### src/rtl/lotr_pkg.sv
// Shared definitions for the DE10-Lite front end.
// Holds the board debounce constant and the bundle type that carries the
// conditioned inputs from the debouncer to the MMIO CR block.
package lotr_pkg;

  // 10 ms of stable level at 50 MHz
  localparam int DEBOUNCE_CYCLES_DE10 = 500000;

  // Two flops are enough for the 50 MHz domain
  localparam int SYNC_STAGES_DE10 = 2;

  // SW[9:0] on the DE10-Lite
  localparam int NUM_SWITCHES = 10;

  // Conditioned board inputs, one bundle for the top level
  typedef struct packed {
    logic                    Button_0;
    logic                    Button_1;
    logic [NUM_SWITCHES-1:0] Switch;
  } t_fpga_inputs;

  // Idle pad level for a button, so the synchronizer starts out "released"
  function automatic logic f_buttonIdleLevel(input logic activeLow);
    return activeLow;
  endfunction

endpackage

### src/rtl/fpga_input_debounce_bit.sv
// Single-channel input conditioner: synchronizer, optional polarity fix,
// stable-level debouncer and registered change/rise strobes.
// The strobes are high in the first cycle the new level is visible on Level.
module debounce_bit #(
  parameter int   DEBOUNCE_CYCLES = 500000,
  parameter int   SYNC_STAGES     = 2,
  parameter logic RESET_LEVEL     = 1'b0,
  parameter logic INVERT          = 1'b0
) (
  input  logic CLK_50,
  input  logic RstQnnnH,
  input  logic Raw,
  output logic Level,
  output logic Rise,
  output logic Change
);

  localparam int CNT_W = (DEBOUNCE_CYCLES > 1) ? $clog2(DEBOUNCE_CYCLES) : 1;
  localparam logic [CNT_W-1:0] TERMINAL = CNT_W'(DEBOUNCE_CYCLES - 1);

  logic [SYNC_STAGES-1:0] r_sync;
  logic [CNT_W-1:0]       r_cnt;
  logic                   r_stable;
  logic                   r_rise;
  logic                   r_change;

  logic                   w_sync;
  logic [CNT_W-1:0]       w_cntNext;
  logic                   w_stableNext;
  logic                   w_riseNext;
  logic                   w_changeNext;

  // Synchronizer chain; resets to the idle pad level so release never looks like an edge
  always_ff @(posedge CLK_50 or posedge RstQnnnH) begin
    if (RstQnnnH) begin
      r_sync <= {SYNC_STAGES{RESET_LEVEL}};
    end else begin
      r_sync <= {r_sync[SYNC_STAGES-2:0], Raw};
    end
  end

  assign w_sync = r_sync[SYNC_STAGES-1] ^ INVERT;

  // Debounce decision: count disagreeing cycles, commit on terminal count
  always_comb begin
    w_cntNext    = r_cnt;
    w_stableNext = r_stable;
    w_riseNext   = 1'b0;
    w_changeNext = 1'b0;
    if (w_sync == r_stable) begin
      w_cntNext = '0;
    end else if (r_cnt == TERMINAL) begin
      w_cntNext    = '0;
      w_stableNext = w_sync;
      w_changeNext = 1'b1;
      w_riseNext   = w_sync;
    end else begin
      w_cntNext = r_cnt + 1'b1;
    end
  end

  // Debounce state and strobe registers
  always_ff @(posedge CLK_50 or posedge RstQnnnH) begin
    if (RstQnnnH) begin
      r_cnt    <= '0;
      r_stable <= 1'b0;
      r_rise   <= 1'b0;
      r_change <= 1'b0;
    end else begin
      r_cnt    <= w_cntNext;
      r_stable <= w_stableNext;
      r_rise   <= w_riseNext;
      r_change <= w_changeNext;
    end
  end

  assign Level  = r_stable;
  assign Rise   = r_rise;
  assign Change = r_change;

endmodule

### src/rtl/fpga_input_debounce.sv
// Conditions KEY0, KEY1 and SW[9:0] for the MMIO CR block: every pad gets
// its own synchronizer and debouncer, buttons are flipped so pressed reads 1,
// and the press/change event pulses are gathered here.
module fpga_input_debounce
  import lotr_pkg::*;
#(
  parameter int DEBOUNCE_CYCLES   = DEBOUNCE_CYCLES_DE10,
  parameter int SYNC_STAGES       = SYNC_STAGES_DE10,
  parameter int BUTTON_ACTIVE_LOW = 1
) (
  input  logic       CLK_50,
  input  logic       RstQnnnH,
  input  logic       Button_0_Raw,
  input  logic       Button_1_Raw,
  input  logic [9:0] Switch_Raw,
  output logic       Button_0,
  output logic       Button_1,
  output logic [9:0] Switch,
  output logic       Button_0_Press,
  output logic       Button_1_Press,
  output logic       Switch_Change
);

  localparam logic BTN_INVERT = (BUTTON_ACTIVE_LOW != 0);
  localparam logic BTN_IDLE   = f_buttonIdleLevel(BTN_INVERT);

  t_fpga_inputs            w_levels;
  logic                    w_btn0Rise;
  logic                    w_btn1Rise;
  logic                    w_btn0Change;
  logic                    w_btn1Change;
  logic [NUM_SWITCHES-1:0] w_swRise;
  logic [NUM_SWITCHES-1:0] w_swChange;
  logic                    w_unusedStrobes;

  debounce_bit #(
    .DEBOUNCE_CYCLES (DEBOUNCE_CYCLES),
    .SYNC_STAGES     (SYNC_STAGES),
    .RESET_LEVEL     (BTN_IDLE),
    .INVERT          (BTN_INVERT)
  ) u_button0 (
    .CLK_50   (CLK_50),
    .RstQnnnH (RstQnnnH),
    .Raw      (Button_0_Raw),
    .Level    (w_levels.Button_0),
    .Rise     (w_btn0Rise),
    .Change   (w_btn0Change)
  );

  debounce_bit #(
    .DEBOUNCE_CYCLES (DEBOUNCE_CYCLES),
    .SYNC_STAGES     (SYNC_STAGES),
    .RESET_LEVEL     (BTN_IDLE),
    .INVERT          (BTN_INVERT)
  ) u_button1 (
    .CLK_50   (CLK_50),
    .RstQnnnH (RstQnnnH),
    .Raw      (Button_1_Raw),
    .Level    (w_levels.Button_1),
    .Rise     (w_btn1Rise),
    .Change   (w_btn1Change)
  );

  // Switches idle low and are never inverted
  for (genvar g = 0; g < NUM_SWITCHES; g++) begin : g_switch
    debounce_bit #(
      .DEBOUNCE_CYCLES (DEBOUNCE_CYCLES),
      .SYNC_STAGES     (SYNC_STAGES),
      .RESET_LEVEL     (1'b0),
      .INVERT          (1'b0)
    ) u_switch (
      .CLK_50   (CLK_50),
      .RstQnnnH (RstQnnnH),
      .Raw      (Switch_Raw[g]),
      .Level    (w_levels.Switch[g]),
      .Rise     (w_swRise[g]),
      .Change   (w_swChange[g])
    );
  end

  assign Button_0       = w_levels.Button_0;
  assign Button_1       = w_levels.Button_1;
  assign Switch         = w_levels.Switch;
  assign Button_0_Press = w_btn0Rise;
  assign Button_1_Press = w_btn1Rise;

  // Each strobe is already a single registered cycle, so several switches
  // changing together still merge into one pulse
  assign Switch_Change  = |w_swChange;

  // Button change and switch rise strobes have no consumer at this level
  assign w_unusedStrobes = &{1'b0, w_btn0Change, w_btn1Change, w_swRise};

endmodule

### config.mk
export PLATFORM = sky130hd
export DESIGN_NAME = fpga_input_debounce
export DESIGN_NICKNAME = d
export VERILOG_FILES = /design/src/rtl/lotr_pkg.sv /design/src/rtl/fpga_input_debounce_bit.sv /design/src/rtl/fpga_input_debounce.sv
export SDC_FILE = /design/constraint.sdc
export NUM_CORES = 1
export LEC_CHECK = 0
export ABC_CLOCK_PERIOD_IN_PS = 13200
export BUFFER_PORTS_ARGS = -buffer_cell sky130_fd_sc_hd__clkbuf_2
export CAP_MARGIN = 30
export CORE_AREA = 2 2 211 213
export CTS_CLUSTER_SIZE = 8
export DETAILED_ROUTE_END_ITERATION = 12
export DIE_AREA = 0 0 213 215
export GPL_TIMING_DRIVEN = 0
export PLACE_DENSITY_LB_ADDON = 0.3
export SYNTH_ARGS = -nofsm -noshare
export SYNTH_HDL_FRONTEND = slang
export SYNTH_SLANG_ARGS = --single-unit
export TNS_END_PERCENT = 1
### constraint.sdc
create_clock -name CLK_50 -period 13.2 [get_ports CLK_50]
set_input_delay 2.64 -clock CLK_50 [delete_from_list [all_inputs] [get_ports CLK_50]]
set_output_delay 2.64 -clock CLK_50 [all_outputs]
set_load 0.01 [all_outputs]
==> results summary, run 1 <==
The run finished with clean final reports. Of the synthesized area, sequential elements account for a little over half. Setup repair after global routing left no endpoint under its margin.

The post-DP HPWL came out at 16720 um. The ratio of final minimum period to clock period came out at 35.03%. The insertion delay to the later sink of the worst-skew pair came out at roughly 0.52 ns. The hold buffer count at CTS came out at 0. After synthesis, the share of flip-flops with an asynchronous set or reset is 100.0%. The post-detailed-placement cell area is around 14000 sq um. The fmax is around 0.22 GHz.

The number of distinct library cell variants in the gate-level netlist after synthesis came out at between 40 and 50. The logic gate share of total power is 2.9%. At the end of routability-driven placement, the weighted congestion stood at about 0.78. The critical path is of the flip-flop to output pin type. The switching share of power came out at between 20% and 30%. The floorplan step defined a die boundary enclosing 45800 sq um.

The sum of routed wire length over all layers came out at 25190 um. Counting tap cells, the placed design contains a total of approximately 1900 instances. The starting density of the core is 29.63%. Traced cell by cell, the critical path runs through nor4_1 -> nand3_1 -> clkbuf_2. The post-cts repair resize count came out at 0. The number of warnings reported in the yosys synthesis log is 0. The DRC violation count after routing is 0. The first global-routing pass estimated around 45000 um of wire. The clock skew after layout came out at 0.01404 ns.

The via count of the first global-routing pass was about 9400. The tightest slew margin relative to the limit came out at between 30 and 40%. The initial detailed-routing violation count is between 400 and 500. The fraction of layout cells with a size suffix above 1 came out at under 10%. The die extent in x came out at 213 um. For this run, the share of the core covered by cells in the final layout is 34.51%. In this run the most critical hold path is launched from g_switch[3].u_switch.r_sync[0]. TritonCTS built the clock tree. The root buffer cell chosen for the clock tree is clkbuf_16. Entering global routing, the biggest net connects between 100 and 150 pins. The delay of the slowest cell on the worst path came out at between 0.5 and 0.6 ns.

The mean routed wirelength per cell came out at 12.73 um. The power share of the sequential group came out at between 40 and 50%. The final antenna-violating net count is 0. Global routing consumed, on the met2 layer, approximately 18% of the routing resources. The slew at the pin closest to its max-slew limit came out at 0.9610 ns. The number of setup buffers added after CTS is 0.

The min-delay analysis places its worst path in the category flip-flop to flip-flop. The max-capacitance violation count is 0. The met3 track demand over resource in global routing is under 10%. The count of final hold-check violations came to 0. The CTS sink count came out at between 200 and 300. The first-pass iteration count of the detailed router came out at 5. In this run the critical register-to-register path is launched from g_switch[4].u_switch.r_cnt[0].

After clock tree synthesis, the clock-pin slew on the worst setup and hold paths is about 0.050 ns. The synthesized cell area is about 13000 sq um. From synthesis to final layout, the design area changed by 16.45%. The final cell area excluding filler cells is roughly 15000 sq um.

The kind of start point of the critical path is a flip-flop. The worst path arrival time came out at ~2 ns. The number of antenna violations at the first check in global routing came out at 1. The minimum clock period is between 4 and 5 ns. The count of pins over their slew limit was 0. STA classifies the critical path endpoint as an output pin. The total area inside the core boundary comes to approximately 44000 sq um. 0 antenna diodes ended up in the layout.

The number of buffers between clock root and the deepest sink came out at 3. The most used flip-flop cell after synthesis is dfrtp_1. The final-report setup violation count came out at 0.

The worst-case IR drop observed on VDD is about 0.080 mV. The required time at the endpoint of the critical path is ~11 ns. Yosys mapped a number of flops with a built-in enable equal to 0.

After detailed routing, the number of vias per cell comes to roughly 4.7. In this run the worst path has a maximum fanout of 1. The H-tree generated during clock tree synthesis spans 2 levels. The final standard cell count with taps included and fillers excluded is 1978. The final net count is approximately 1400. Port buffering added 28 buffers. The post-synthesis area per instance is about 10 sq um. The most critical setup path has its startpoint at g_switch[1].u_switch.Change. The total leakage power came out at 5.906 nW.

The count of state elements after synthesis came out at 276. The analysis attributes to net switching a power of between 400 and 500 uW. The met1 usage in global routing is 15.77%. The number of buffers created by CTS came out at 40.

The internal power summed over all cells came out at 1.478 mW. The clock network fraction of total power came out at 50.8%. The standard cell with the maximum stage delay on the critical path is nor4_1. Synthesis produced a netlist with a net count of ~1300.

The aggregate global routing overflow came out at 0. The count of boundary I/O pins came out at 29. The busiest metal layer after global routing is met2. The floorplan has 77 rows. The detailed-route via count came out at ~9400. The cell count after synthesis is roughly 1300. The aggregate global-route resource usage came out at around 11%. The die span in y came out at ~220 um. Power spread over the standard cell area amounts to roughly 130 nW/um^2.
[layout by cell type, fill, tap and decap left out, types with 28 or more instances in the layout]
cell type,n
dfrtp_1,272
nor2_1,197
xnor2_1,107
nand3_1,80
nand2_1,71
nand4_1,58
a21oi_1,57
xor2_1,52
clkbuf_1,46
inv_1,44
or3_1,43
nor4_1,42
clkbuf_16,42
nor3_1,35
or4_1,33
o21ai_0,33
clkbuf_2,28
[power groups by stage]
stage	Combinational, mW	Clock [mW]	Sequential (mW)
after floorplan	0.0391	0	0.884
after global placement	0.0539	0	0.887
after detailed placement	0.0563	0	0.886
after CTS	0.0567	0.997	0.872
after global routing	0.0643	1.03	0.873
final	0.0539	0.959	0.873
[cell families (layout without fill, tap and decap cells)]
family	Yosys count	count (layout)	synth area share, %
adder cells (fa/ha/maj)	12	12	1.161
AND/OR/NAND/NOR	621	621	24.90
XOR/XNOR	159	159	10.77
AO/OA/AOI/OAI	125	125	5.911
multiplexers	12	12	1.026
flip-flops	276	276	53.44
buffers and inverters	84	181	2.786
[final cells by class]
cell class	count	area (sq um)
Timing Repair Buffer	30	195.2
Clock inverter	2	46.29
Multi-Input combinational cell	929	5660
Sequential cell	276	6912
Clock buffer	65	1137
Buffer	39	191.4
Inverter	45	176.4
Tap cell	592	740.7
Fill cell	4425	28580
[critical path, delay by kind of cell (launching register included)]
kind / cells / cell delay (ns)
buf+inv: 1 / 0.19
flops: 1 / 0.40
simple gates: 2 / 0.87
[synthesized netlist by cell type, types with 2 or more instances]
master,count,area (sq um)
or4b_1,6,60.06
ha_1,12,150.1
o21ai_0,33,165.2
nand4_1,58,362.9
o31ai_1,22,165.2
dfrtp_1,272,6807
dfstp_2,4,105.1
nand3_1,80,400.4
nor4_1,42,262.8
o21bai_1,2,15.01
buf_4,10,75.07
clkbuf_1,23,86.33
nor3_1,35,175.2
buf_2,6,30.03
o41ai_2,2,32.53
a21oi_1,57,285.3
or3_1,43,269.0
mux2_2,3,33.78
nand4_2,2,25.02
o41ai_1,2,17.52
and4_1,13,113.9
or2_1,2,12.51
and2_1,3,18.77
xor2_1,52,455.4
o31ai_2,6,75.07
nand2_1,71,266.5
or4_1,33,247.7
nor4b_1,7,61.31
mux2_1,7,78.83
inv_1,45,168.9
nor4bb_1,3,30.03
and3_1,13,81.33
or2_2,5,31.28
nor2_1,197,739.5
mux2i_1,2,20.02
nand3b_1,4,30.03
xnor2_1,107,937.2
[path summary, 6_finish.rpt]
kind                       slack, ns  depth (start not counted)                        endpoint
hold reg to reg                 0.35                          0  g_switch[3].u_switch.r_sync[1]
setup reg to reg               10.76                          7  g_switch[4].u_switch.r_cnt[10]
hold / removal                  0.35                          0  g_switch[3].u_switch.r_sync[1]
max in group asynchronous       9.67                          4  g_switch[2].u_switch.r_cnt[12]
setup / recovery                8.58                          3                   Switch_Change
min in group asynchronous       2.12                          2  g_switch[4].u_switch.r_cnt[15]
[per-stage QoR]
stage | setup TNS, ns | total power, mW | setup WS (ns) | hold WS [ns]
4_1_cts | 0 | 1.926 | 8.414 | 0.3477
2_1_floorplan | 0 | 0.9229 | 2.958 | 0.3312
5_1_grt | 0 | 1.970 | 8.383 | 0.3496
6_report | 0 | 1.885 | 8.576 | 0.3453
3_3_place_gp | -105.10 | 0.9404 | -0.4128 | 0.3359
3_5_place_dp | 0 | 0.9425 | 8.992 | 0.3347
[per-layer routing]
layer / vias up / routed length [um]
met5: - / 13
met4: 2 / 493
met3: 39 / 1037
met2: 118 / 11180
met1: 4534 / 12460
li1: 4702 / -
[flip-flops by register name (all words and copies together) (netlist names)]
name,count
u_button0.Level,1
g_switch.u_switch.Change,10
u_button1.r_cnt,19
u_button1.Rise,1
u_button1.r_sync,2
g_switch.u_switch.Level,10
u_button1.Level,1
u_button0.r_sync,2
g_switch.u_switch.r_cnt,190
g_switch.u_switch.r_sync,20
u_button0.r_cnt,19
u_button0.Rise,1
(Power assumes the default switching activity.)
==> run 2: changes to the inputs <==
Settings changed: ABC_CLOCK_PERIOD_IN_PS 13200 to 4300.
Clock period 13.2 ns to 4.3 ns, I/O delays scaled along.
==> results summary, run 2 (synthesis gave the netlist of run 1 again) <==
The clock skew after layout was 0.01585 ns (+0.001810 ns). The number of antenna violations at the first check in global routing is 0 (-1). The final cell area excluding filler cells came out at 15080 sq um (+0.12%). The post-DP HPWL was 17300 um (+3.4%). In this run the critical register-to-register path is launched from g_switch[6].u_switch.r_cnt[0].

The areal power density over the cells came out at 377.5 nW/um^2 (+200%). The count of final hold-check violations was 0 (unchanged). The slack of the worst reg-to-reg path is 1.82 ns (-8.94 ns). The count of boundary I/O pins came to 29 (unchanged). The final weighted congestion in routability-driven placement is 0.7689 (-1.5%). The standard cell core area came out at 43640 sq um (unchanged). The post-detailed-placement cell area is 13960 sq um (+0.59%). The insertion delay to the later sink of the worst-skew pair is 0.52 ns (about the same). The flow ran to the end, and the final reports show no timing, DRC or antenna violations.

The endpoint of the worst hold-timing path is g_switch[2].u_switch.r_sync[1]. The DRC violation count after routing came out at 0 (unchanged). The final standard cell count with taps included and fillers excluded came out at 1977 (-0.051%). The die span in y is 215 um (unchanged). The level count of the clock H-tree was 2 (unchanged).

The length in cells of the worst reg-to-reg path came to 6 (-1). The number of buffers created by CTS was 40 (unchanged). The area taken by flip-flops and latches came out at 6912 sq um (unchanged). The max-capacitance violation count came out at 0 (unchanged). g_switch.u_switch.r_cnt holds more flip-flops than any other register. The count of standard-cell rows is 77 (unchanged). The area growth from synthesis to layout came out at 16.59%. The fmax is about 0.35 GHz. STA classifies the critical path startpoint as a flip-flop. The number of buffers between clock root and the deepest sink came out at 3 (unchanged).

TritonCTS built the clock tree. The minimum clock period is roughly 2.8 ns. The worst-case vdd ir drop came out at 0.2855 mV (+260%). The area of the die came out at 45800 sq um (unchanged). The clock transition time at the flip-flop clock pins of the worst setup and hold paths came out at 0.05 ns (about the same). The flip-flop count of the largest register after layout came out at 190 (unchanged).

The library cell used most frequently in the layout, excluding fill and tap cells, is dfrtp_1. The delay of the slowest cell on the worst path came out at 0.70 ns (+0.11 ns). The total leakage power came out at 5.917 nW (+0.17%). The worst hold slack after final layout was 0.3396 ns (-0.005717 ns). The hold buffer count at CTS is 0 (unchanged). The detailed-route via count is 9452 (+0.61%). The count of buffers from port buffering came out at 28 (unchanged). The via count of the first global-routing pass came out at 9507 (+1.4%). The starting density of the core came out at 29.63% (unchanged).

The worst setup path is of the flip-flop to output pin kind. The largest registers in the layout are g_switch.u_switch.r_cnt (190), g_switch.u_switch.r_sync (20). In this run the most critical hold path is launched from g_switch[2].u_switch.r_sync[0]. The tightest min-delay check is of the flip-flop to flip-flop type.

The overall power of the completed layout came out at 5.692 mW (+200%). The die extent in x came out at 213 um (unchanged). The initial detailed-routing violation count came out at 484 (+8.3%).

STA classifies the critical path endpoint as an output pin. The total area of multi-input combinational cells was 5660 sq um (unchanged). The final-report setup violation count came out at 0 (unchanged). The sum of routed wire length over all layers came out at 25630 um (+1.8%). The aggregate global-route resource usage is 11.71% (+0.23 points).

In this run the clock root is driven by a clkbuf_16. The mean routed wirelength per cell came to 12.96 um (+1.8%). The CTS sink count was 276 (unchanged). The wire length of the first global-routing pass came to 45680 um (+2.3%). The final net count is 1392 (+0.36%). The post-cts repair resize count came out at 0 (unchanged). The number of setup buffers added after CTS came out at 0 (unchanged).

The count of pins over their slew limit is 0 (unchanged). The worst path arrival time came out at 1.98 ns (about the same). The aggregate global routing overflow is 0 (unchanged). In the layout the commonest cells are dfrtp_1 (272), nor2_1 (197), xnor2_1 (107).

The reg-to-reg endpoint is g_switch[6].u_switch.r_cnt[14]. The required time at the endpoint of the critical path came out at 3.44 ns (-7.12 ns). The fraction of layout cells with a size suffix above 1 came out at 8.664% (+0.37 points). The largest net degree at the start of global routing came out at 41 (-67%). Walking the worst path, the cells encountered are nor4_1 -> nand3_1 -> clkbuf_2. Setup repair after global routing left no endpoint under its margin. Among all stages on the critical path, the largest delay is contributed by nor4_1. The worst hold path cell count came out at 0 (unchanged). The highest fanout seen on the critical path is 1 (unchanged).

The first-pass iteration count of the detailed router came out at 6 (+1). The filler cell count in the final layout was 4428 (+0.068%). The final antenna-violating net count is 0 (unchanged). The total placed cells including tap cells is 1916 (+0.26%). The tightest slew margin relative to the limit is 36.39% (+1.0 points). The average vias per placed instance came to 4.781 (+0.66%). The count of antenna diodes in the layout is 0 (unchanged). The ratio of final minimum period to clock period came out at 65.93%. The slew at the pin closest to its max-slew limit was 0.9461 ns (-0.01495 ns).
-- run 2: how the worst max path moves through the flow --
stage	startpoint	to	slack (ns)	cells past startpoint
6_report	g_switch[1].u_switch.Change	Switch_Change	1.46	3
4_1_cts	g_switch[1].u_switch.Change	Switch_Change	1.34	3
3_3_place_gp	RstQnnnH	g_switch[5].u_switch.r_cnt[14]	-2.03	2
2_1_floorplan	RstQnnnH	g_switch[0].u_switch.Change	-0.21	1
5_1_grt	g_switch[1].u_switch.Change	Switch_Change	1.34	3
3_5_place_dp	RstQnnnH	g_switch[8].u_switch.r_cnt[13]	1.78	6
-- run 2: area by class of cell --
type                       count  share of cell area, %
timing repair buffer          35                  1.859
sequential                   276                  45.84
buffer                        39                  1.270
tap                          592                  4.912
clock buffer                  59                  7.319
clock inverter                 2                 0.1162
multi-input combinational    929                  37.54
inverter                      45                  1.145
-- run 2: where the power goes --
group          total [mW]  internal, mW  switching (mW)
Sequential           2.68          2.64          0.0357
Combinational       0.176        0.0550           0.121
Clock                2.84          1.75            1.09
Total                5.69          4.45            1.25
-- run 2: worst max-delay path: cells and delay by family, from the launching register on --
kind	cells	cell delay, ns
buffers and inverters	1	0.19
flip-flops	1	0.39
AND/OR/NAND/NOR	2	0.87
-- run 2: routing by layer --
layer / GRT usage [%] / part of all wire (%) / vias up
li1: - / - / 4716
met1: 16.39 / 50 / 4595
met2: 18.39 / 45 / 101
met3: 2.411 / 3.5 / 40
met4: 3.054 / 1.8 / 0
met5: 0 / 0 / -
-- run 2: stage by stage --
step           util [%]  setup WS [ns]  setup TNS [ns]
4_1_cts           34.55          1.342               0
5_1_grt           34.55          1.335               0
3_3_place_gp      31.66         -2.034         -543.98
2_1_floorplan         -        -0.2081          -56.60
6_report          34.55          1.465               0
3_5_place_dp      31.98          1.785               0
==> run 3: changes to the inputs <==
Settings changed: ABC_AREA set to 1, ABC_CLOCK_PERIOD_IN_PS 4300 to 2630, CORE_AREA 2 2 211 213 to 2 2 228 230, DIE_AREA 0 0 213 215 to 0 0 230 232.
Clock period 4.3 ns to 2.63 ns, I/O delays scaled along.
==> results summary, run 3 <==
The run finished with clean final reports. The largest registers in the layout are g_switch.u_switch.r_cnt (190), g_switch.u_switch.r_sync (20). The cell count after synthesis is 2071 (+61%). Setup repair after global routing left no endpoint under its margin. The clock skew after layout is 0.01817 ns (+0.002313 ns). The starting density of the core was 29.82% (+0.18 points).

The aggregate global-route resource usage came out at 12.89% (+1.2 points). The areal power density over the cells is 550.9 nW/um^2 (+46%). The largest net degree at the start of global routing is 42 (+2.4%). g_switch.u_switch.r_cnt holds more flip-flops than any other register. The wire length of the first global-routing pass was 58240 um (+27%). The worst setup path is launched from a flip-flop. The count of boundary I/O pins came out at 29 (unchanged). Counting instances in the post-synthesis netlist gives the leading cell types as nor2_1 (616), nand2_1 (375), dfrtp_1 (272). The level count of the clock H-tree is 2 (unchanged).

The hold buffer count at CTS is 0 (unchanged). The CTS sink count is 276 (unchanged). The aggregate global routing overflow is 0 (unchanged). The DRC violation count after routing is 0 (unchanged). The slack of the worst reg-to-reg path came out at 1.00 ns (-0.82 ns). The final cell area excluding filler cells came out at 17510 sq um (+16%). The number of antenna violations at the first check in global routing is 0 (unchanged). The post-DP HPWL was 23830 um (+38%). The number of warnings reported in the yosys synthesis log came out at 0 (unchanged). The tightest slew margin relative to the limit is 62.80% (+26 points). The initial detailed-routing violation count is 821 (+70%). On the critical path, the stage with the largest delay is an instance of nor4_1. The count of pins over their slew limit came out at 0 (unchanged). The count of state elements after synthesis is 276 (unchanged). The delay of the slowest cell on the worst path is 0.43 ns (-0.27 ns). The number of distinct library cell variants in the gate-level netlist after synthesis is 33 (-21%). By area the synthesized netlist is led by dfrtp_1 (45%), nor2_1 (15%), nand2_1 (9.3%). The length in cells of the worst reg-to-reg path is 8 (+2).

The average vias per placed instance came out at 4.389 (-8.2%). The top cell type's share of synthesized area is 44.86% (-7.8 points). The cell sitting at the root of the clock tree is a clkbuf_16. The detailed-route via count is 12510 (+32%).

The sum of routed wire length over all layers is 33090 um (+29%). The worst register-to-register path ends at u_button0.r_cnt[17]. The post-cts repair resize count is 0 (unchanged).

In the layout the commonest cells are nor2_1 (616), nand2_1 (375), dfrtp_1 (272). The cell with the most instances after synthesis is nor2_1. The final net count came out at 2175 (+56%). The filler cell count in the final layout came to 5396 (+22%). The ratio of final minimum period to clock period is approximately nine tenths. The cell family contributing the most delay on the critical path is simple AND/OR/NAND/NOR gates. The flip-flop count of the largest register after layout came out at 190 (unchanged). Timing would allow up to around 0.43 GHz. The required time at the endpoint of the critical path came out at 2.10 ns (-1.34 ns). The slew at the pin closest to its max-slew limit is 0.5568 ns (-0.3893 ns). The count of buffers from port buffering is 28 (unchanged).

Walking the worst path, the cells encountered are nor4_1 -> nand3_1 -> clkbuf_2. The power share of the sequential group is 45.3% (-1.8 points). The leading area contributor after synthesis is dfrtp_1. The overall power of the completed layout was 9.646 mW (+69%). The die extent in x is 230 um (+8.0%). The clock transition time at the flip-flop clock pins of the worst setup and hold paths came out at 0.05 ns (about the same). The final antenna-violating net count came out at 0 (unchanged). The number of buffers between clock root and the deepest sink came out at 3 (unchanged).

The highest fanout seen on the critical path was 1 (unchanged). The most common cell after layout, fill and taps aside is nor2_1. The logic gate share of total power is 3.1% (about the same). TritonCTS built the clock tree. The insertion delay to the later sink of the worst-skew pair is 0.55 ns (+0.03 ns). The count of standard-cell rows is 83 (+7.8%).

The worst path arrival time came out at 1.82 ns (-0.16 ns). The worst-case vdd ir drop is 0.3588 mV (+26%). The internal power summed over all cells is 7.481 mW (+68%). The number of buffers created by CTS came out at 41 (+2.5%).

The total buffers and inverters traversed by the critical path was 1 (unchanged). In the synthesized netlist the dominant register cell turns out to be dfrtp_1. The clock network fraction of total power came to 51.7% (+1.9 points). The number of setup buffers added after CTS came out at 0 (unchanged). The standard cell core area came to 50890 sq um (+17%). The mean routed wirelength per cell is 11.61 um (-10%). STA classifies the critical path endpoint as an output pin. The die span in y came out at 232 um (+7.9%).

The net switching power was 2.165 mW (+74%). The proportion of register bits with asynchronous set or reset after synthesis came out at 100.0% (unchanged). The via count of the first global-routing pass is 12360 (+30%). The critical path is of the flip-flop to output pin type. The count of antenna diodes in the layout was 0 (unchanged). The post-synthesis area per instance came out at 7.326 sq um (-27%). The total leakage power came out at 7.297 nW (+23%). The final weighted congestion in routability-driven placement is 0.8598 (+12%). The worst path needs between 2 and 2.5 ns of the cycle, external delays included. The fraction of layout cells with a size suffix above 1 is 8.752% (+0.087 points).

The count of final hold-check violations is 0 (unchanged). The area growth from synthesis to layout is 15.41%. The final-layout setup total negative slack was 0 ns (unchanged). The post-synthesis net count is 2097 (+59%). The post-detailed-placement cell area is 16310 sq um (+17%). The final setup slack of the worst path came out at 0.2795 ns (-1.185 ns).

The worst hold path belongs to the class input pin to asynchronous set/reset pin. The final-report setup violation count is 0 (unchanged). The synthesized cell area is 15170 sq um (+17%). The switching share of power is 22.44% (+0.55 points). The startpoint of the most critical register-to-register path is u_button0.r_cnt[0]. The max-capacitance violation count came out at 0 (unchanged). The sequential element share of the synthesized area came to 45.56% (-7.9 points). The worst setup slack after placement is 0.8023 ns (-0.9827 ns). The worst hold slack after final layout came out at 0.03103 ns (-0.3086 ns). The count of flip-flops with a built-in enable after synthesis is 0 (unchanged).

The first-pass iteration count of the detailed router is 4 (-2). The area of the die is 53360 sq um (+17%).
==> run 3: cell count changes in the layout (fill, tap and decap cells not counted), sizes merged, moves of 16 or more <==
| cell | change |
|---|---|
| or4 | -33 |
| nand4 | -34 |
| xnor2 | -59 |
| nor3b | +16 |
| nor2 | +458 |
| nand2 | +334 |
| inv | +196 |
| or3 | -43 |
| nand3 | +96 |
| o31ai | -28 |
| nor4 | -40 |
| nor3 | -19 |
==> run 3: power groups by stage <==
| stage | Clock, mW | Sequential, mW | Combinational (mW) |
|---|---|---|---|
| after floorplan | 0 | 4.43 | 0.200 |
| after global placement | 0 | 4.44 | 0.278 |
| after detailed placement | 0 | 4.44 | 0.309 |
| after CTS | 5.17 | 4.36 | 0.310 |
| after global routing | 5.36 | 4.37 | 0.349 |
| final | 4.99 | 4.37 | 0.295 |
==> run 3: layout make-up <==
type / instances / area [sq um] / share of cell area [%]
Clock buffer: 64 / 1195 / 6.824
Timing Repair Buffer: 35 / 280.3 / 1.601
Sequential cell: 276 / 6912 / 39.47
Buffer: 30 / 167.7 / 0.9575
Tap cell: 680 / 850.8 / 4.859
Inverter: 242 / 912.1 / 5.209
Multi-Input combinational cell: 1523 / 7184 / 41.03
Clock inverter: 1 / 8.758 / 0.05002
==> run 3: metal layers <==
metal  vias to the layer above  global-route usage [%]  part of all wire, %
li1                       6541                       -                    -
met3                        62                   2.284                  3.3
met2                       158                   21.22                   45
met4                         0                   4.496                  2.5
met1                      5753                   17.03                   49
met5                         -                       0                    0
==> run 3: worst max path at each step <==
stage / cells after the start / end / from / slack [ns]
5_1_grt: 3 / Switch_Change / g_switch[2].u_switch.Change / 0.18
6_report: 3 / Switch_Change / g_switch[2].u_switch.Change / 0.28
2_1_floorplan: 1 / g_switch[0].u_switch.Change / RstQnnnH / -1.54
4_1_cts: 3 / Switch_Change / g_switch[7].u_switch.Change / 0.28
3_5_place_dp: 5 / u_button0.r_sync[0] / RstQnnnH / 0.80
3_3_place_gp: 2 / g_switch[5].u_switch.r_cnt[10] / RstQnnnH / -3.46
==> run 3: cells by family after synthesis <==
| kind of cell | count (synthesis) | synth area share, % |
|---|---|---|
| simple gates | 1320 | 37.12 |
| compound gates | 80 | 2.738 |
| xor+xnor | 111 | 6.507 |
| flops | 276 | 45.56 |
| fa+ha+maj | 12 | 0.9896 |
| buf+inv | 272 | 7.092 |
==> run 3: through the flow <==
step | util, % | cells
detailed placement | 32.05 | 2786
global placement | 31.77 | 2779
floorplan | - | 2071
CTS | 34.41 | 2851
finish | 34.41 | 2851
global route | 34.41 | 2851
